--- config.mk ---
export PLATFORM = sky130hd
export DESIGN_NAME = seq_shifter
export DESIGN_NICKNAME = d
export VERILOG_FILES = /design/src/rtl/seq_shifter.sv
export SDC_FILE = /design/constraint.sdc
export NUM_CORES = 1
export LEC_CHECK = 0
export ABC_CLOCK_PERIOD_IN_PS = 1510
export CELL_PAD_IN_SITES_DETAIL_PLACEMENT = 0
export CELL_PAD_IN_SITES_GLOBAL_PLACEMENT = 1
export CORE_MARGIN = 2
export CORE_UTILIZATION = 30
export CTS_BUF_LIST = sky130_fd_sc_hd__clkbuf_2 sky130_fd_sc_hd__clkbuf_4 sky130_fd_sc_hd__clkbuf_8
export DETAILED_ROUTE_END_ITERATION = 6
export GPL_TIMING_DRIVEN = 0
export HOLD_SLACK_MARGIN = 0.06
export PLACE_DENSITY = 0.82
export SLEW_MARGIN = 20
export SYNTH_ARGS = -nofsm -noshare
export SYNTH_HDL_FRONTEND = slang
export SYNTH_SLANG_ARGS = --single-unit
--- constraint.sdc ---
create_clock -name clk -period 1.51 [get_ports clk]
set_input_delay 0.302 -clock clk [delete_from_list [all_inputs] [get_ports clk]]
set_output_delay 0.302 -clock clk [all_outputs]
set_load 0.005 [all_outputs]
--- src/rtl/seq_shifter.sv ---
// Multi-cycle variable-amount shifter (0-15 places, one bit per clock).
// Captures operands on an accepted start and reports result plus last bit shifted out.
module seq_shifter (
  input  logic        clk,
  input  logic        reset,
  input  logic        start,
  input  logic [15:0] in,
  input  logic [1:0]  shift,
  input  logic [3:0]  amt,
  output logic        busy,
  output logic        done,
  output logic [15:0] sout,
  output logic        cout
);

  localparam int unsigned W  = 16;
  localparam int unsigned AW = 4;

  localparam logic [1:0] S_IDLE  = 2'd0;
  localparam logic [1:0] S_SHIFT = 2'd1;
  localparam logic [1:0] S_DONE  = 2'd2;

  localparam logic [1:0] OP_NONE = 2'b00;
  localparam logic [1:0] OP_LSL  = 2'b01;
  localparam logic [1:0] OP_LSR  = 2'b10;
  localparam logic [1:0] OP_ASR  = 2'b11;

  logic [1:0]    state, state_nxt;
  logic [1:0]    op, op_nxt;
  logic [AW-1:0] cnt, cnt_nxt;
  logic [W-1:0]  sout_nxt;
  logic          cout_nxt;

  // State and datapath registers
  always_ff @(posedge clk or posedge reset) begin
    if (reset) begin
      state <= S_IDLE;
      op    <= OP_NONE;
      cnt   <= '0;
      sout  <= '0;
      cout  <= 1'b0;
      busy  <= 1'b0;
      done  <= 1'b0;
    end else begin
      state <= state_nxt;
      op    <= op_nxt;
      cnt   <= cnt_nxt;
      sout  <= sout_nxt;
      cout  <= cout_nxt;
      busy  <= (state_nxt != S_IDLE);
      done  <= (state_nxt == S_DONE);
    end
  end

  // Next-state and datapath step
  always_comb begin
    state_nxt = state;
    op_nxt    = op;
    cnt_nxt   = cnt;
    sout_nxt  = sout;
    cout_nxt  = cout;

    case (state)
      S_IDLE: begin
        if (start) begin
          sout_nxt = in;
          op_nxt   = shift;
          cout_nxt = 1'b0;
          cnt_nxt  = (shift == OP_NONE) ? AW'(0) : amt;
          state_nxt = ((shift == OP_NONE) || (amt == AW'(0))) ? S_DONE : S_SHIFT;
        end
      end

      S_SHIFT: begin
        case (op)
          OP_LSL: begin
            sout_nxt = {sout[W-2:0], 1'b0};
            cout_nxt = sout[W-1];
          end
          OP_LSR: begin
            sout_nxt = {1'b0, sout[W-1:1]};
            cout_nxt = sout[0];
          end
          OP_ASR: begin
            sout_nxt = {sout[W-1], sout[W-1:1]};
            cout_nxt = sout[0];
          end
          default: begin
            sout_nxt = sout;
            cout_nxt = cout;
          end
        endcase
        cnt_nxt = cnt - AW'(1);
        if (cnt == AW'(1)) state_nxt = S_DONE;
      end

      S_DONE:  state_nxt = S_IDLE;

      default: state_nxt = S_IDLE;
    endcase
  end

endmodule

==> qor.tcl <==
set qor(timing.critical_path.slowest_stage_cell) {dfrtp_2}
set qor(final_nets) 279
set qor(ctsHtreeMaxLevel) 1
set qor(finalCriticalPeriod_ns) 1.53
set qor(stdcell_area_um2) 2610
set qor(ys_warn_count) 0
set qor(hold_buffers) 0
set qor(synthDominantAreaCellType) {dfrtp_1}
set qor(cts.root.buffer_cell) {clkbuf_8}
set qor(timing.slew.headroom_pct) 60.3
set qor(tightestPinTransition_ns) 0.595
set qor(place.port_buffers) 43
set qor(drt-vias-per-instance) 4.91
set qor(max-clock-path-buffers) 2
set qor(die_height_um) 77.0
set qor(p_leak_nw) 1.17
set qor(synth_area_leaders) {dfrtp_1 42%, nand2_1 6.1%, mux2i_1 4.4%}
set qor(insertedDiodeCount) 0
set qor(finalCritPeriodShare_pct) 102
set qor(synth_top_area_share_pct) 42.3
set qor(power.density_cell_area_nw_per_um2) 2450
set qor(fin_cells) 318
set qor(timing_hold_violations_final) 0
set qor(grt_overflow_total) 0
set qor(worst_setup_path_start_kind) {register}
set qor(synth_edf_count) 0
set qor(achievable-frequency_mhz) 652
set qor(outcome) {complete, but fails checks}
set qor(rsz0062_at_grt) {yes}
set qor(detailedRoute.firstIterationViolations) 46
set qor(tritoncts_num_sinks) 27
set qor(crit_path_cell_trace) {ha_4, and2b_2, a21o_4, clkbuf_16, nand2_2, o21ai_1}
set qor(most-common-layout-cells) {40 x clkdlybuf4s50_1, 25 x dfrtp_1, 24 x buf_4}
set qor(finalSetupTns_ns) -0.144
set qor(post-route-worst-setup-slack_ns) -0.0240
set qor(worst-setup-path-type) {reg2reg}
set qor(synth-main-ff-cell) {dfrtp_1}
set qor(final.fill_count) 500
set qor(postSynthCellCount) 174
set qor(syn-num-nets) 204
set qor(tritoncts) {done}
set qor(ys_seq_area_share_pct) 42.3
set qor(worst_ep_required_time_ns) 1.69
set qor(design.die.area_um2) 5930
set qor(dr.pass1.iters) 4
set qor(timing.reg2reg.worst_path_depth) 6
set qor(failed_checks) {negative setup slack}
set qor(grt_max_degree) 28
set qor(count_of_nets_left_with_antenna_violations_after_detail_routing) 0
set qor(drt_drc_violations_left) 0
set qor(regToRegEndpoint) {sout[7]}
set qor(coreArea_um2) 5140
set qor(slew_viol_final) 0
set qor(vias_in_the_first_global_route) 1519
set qor(hold_class) {in2async}
set qor(crit_path_end_kind) {register}
set qor(ys_seq_elements) 27
set qor(design.portCount) 44
set qor(die_width_um) 77.0
set qor(critical_path.max_fanout) 6
set qor(route.vias.total) 1561
set qor(maxCapViolations) 0
set qor(post_drt_wl_per_cell_um) 14.8
set qor(grt_pass1_wl_um) 7400
set qor(numCtsBuffers) 3
set qor(routed_wirelength_um) 4700
set qor(placed_cells) 287
set qor(r2r_slack_ns) -0.02
set qor(placement_rows) 26
set qor(initial_core_util_pct) 31.1
set qor(layout.cells.most_common) {clkdlybuf4s50_1}
set qor(layout-area-overhead-vs-synth_pct) 63.1
set qor(synthArstFlopShare_pct) 100
set qor(worst_r2r_startpoint) {op[1]}
set qor(clock_latency_at_the_later_pin_of_the_worst_skew_pair_ns) 0.28
set qor(fin_worst_skew_ns) 0.00164
set qor(critPathMaxStageDelay_ns) 0.47
set qor(setup_viol_count_final) 11
set qor(synth.distinct_cells) 43
set qor(vdd_drop_max_v) 0.000892
set qor(syn-cell-area_um2) 1600
set qor(post-dp-hpwl_um) 3090
set qor(routabilityCongestion) 0.772
set qor(clkSlewWorstSetupHoldPaths_ns) 0.10
set qor(placed_area_um2) 2130
set qor(grt_antenna_before_repair) 0
set qor(syn-mean-instance-area_um2) 9.19
set qor(groute.usage.overall_pct) 15.6
set qor(layout-drive-gt1-share_pct) 35.9
set qor(worstPathArrival_ns) 1.71
==> flip-flops by register name (all words and copies together), names as in the netlist <==
signal,cells
done,1
sout,16
cout,1
busy,1
state,2
cnt,4
op,2
==> worst max-delay path, delay by kind of cell (launching register included) <==
kind	cells	cell delay, ns
AO/OA/AOI/OAI	2	0.31
adder cells (fa/ha/maj)	1	0.16
AND/OR/NAND/NOR	2	0.31
flip-flops	1	0.47
buffers and inverters	1	0.18
==> cells in the mapped netlist (all sizes together) (3+ instances only) <==
master,n
ha,5
nand2,26
o21ai,25
a221o,3
mux2i,7
nor2,18
a22oi,3
inv,6
buf,9
a21oi,13
and3,7
dfrtp,27
==> cell type report <==
| cell class | count | area, µm² | area share, % |
|---|---|---|---|
| buffer | 9 | 101 | 3.89 |
| clock buffer | 3 | 41.3 | 1.58 |
| clock inverter | 1 | 5.00 | 0.192 |
| inverter | 6 | 22.5 | 0.864 |
| multi-input combinational | 132 | 998 | 38.3 |
| sequential | 27 | 678 | 26.0 |
| tap | 70 | 87.6 | 3.36 |
| timing repair buffer | 70 | 673 | 25.8 |
==> where the power goes <==
| group | switching, W | leakage [nW] | internal [W] |
|---|---|---|---|
| Combinational | 0.00215 | 0.811 | 0.00243 |
| Sequential | 0.000287 | 0.331 | 0.00109 |
| Clock | 0.000251 | 0.0255 | 0.000186 |
==> cells by family after synthesis <==
kind of cell    synth area share [%]
mux                             4.38
flops                           42.3
simple gates                    20.0
fa+ha+maj                       3.91
xor+xnor                       0.548
buf+inv                         6.18
compound gates                  22.8
==> through the flow <==
stage | util, % | setup WS [ns] | hold slack [ns] | power, W
final | 50.7 | -0.0240 | 0.396 | 0.00639
after global routing | 50.7 | -0.0937 | 0.467 | 0.00688
after CTS | 45.0 | -0.107 | 0.427 | 0.00537
after detailed placement | 41.5 | -0.220 | 0.527 | 0.00456
after global placement | 41.5 | -0.176 | 0.525 | 0.00452
after floorplan | - | -0.00713 | 0.355 | 0.00346
==> worst max-delay path by stage <==
stage,startpoint,endpoint,slack (ns),cells past startpoint
CTS,op[1],sout[9],-0.11,6
floorplan,op[1],sout[15],-0.007,7
finish,op[1],sout[7],-0.02,6
detailed placement,op[1],sout[15],-0.22,7
global placement,op[1],sout[15],-0.18,7
global route,op[1],sout[9],-0.09,6
==> metal layers <==
layer,share of wire [%],up-vias,GRT usage (%)
met5,0,-,0
met4,1.1,0,4.29
met3,3.5,4,2.24
met2,49,35,26.7
met1,46,760,20.7
li1,-,762,-
==> timing repair <==
action,4_1_cts,5_1_grt
cloned,0,3
hold endpoints to repair,0,0
endpoints found under the setup margin,32,21
buffers inserted,16,8
resized for setup,6,51
pin swaps,0,23
No activity file was read; power rests on OpenSTA's default activity.
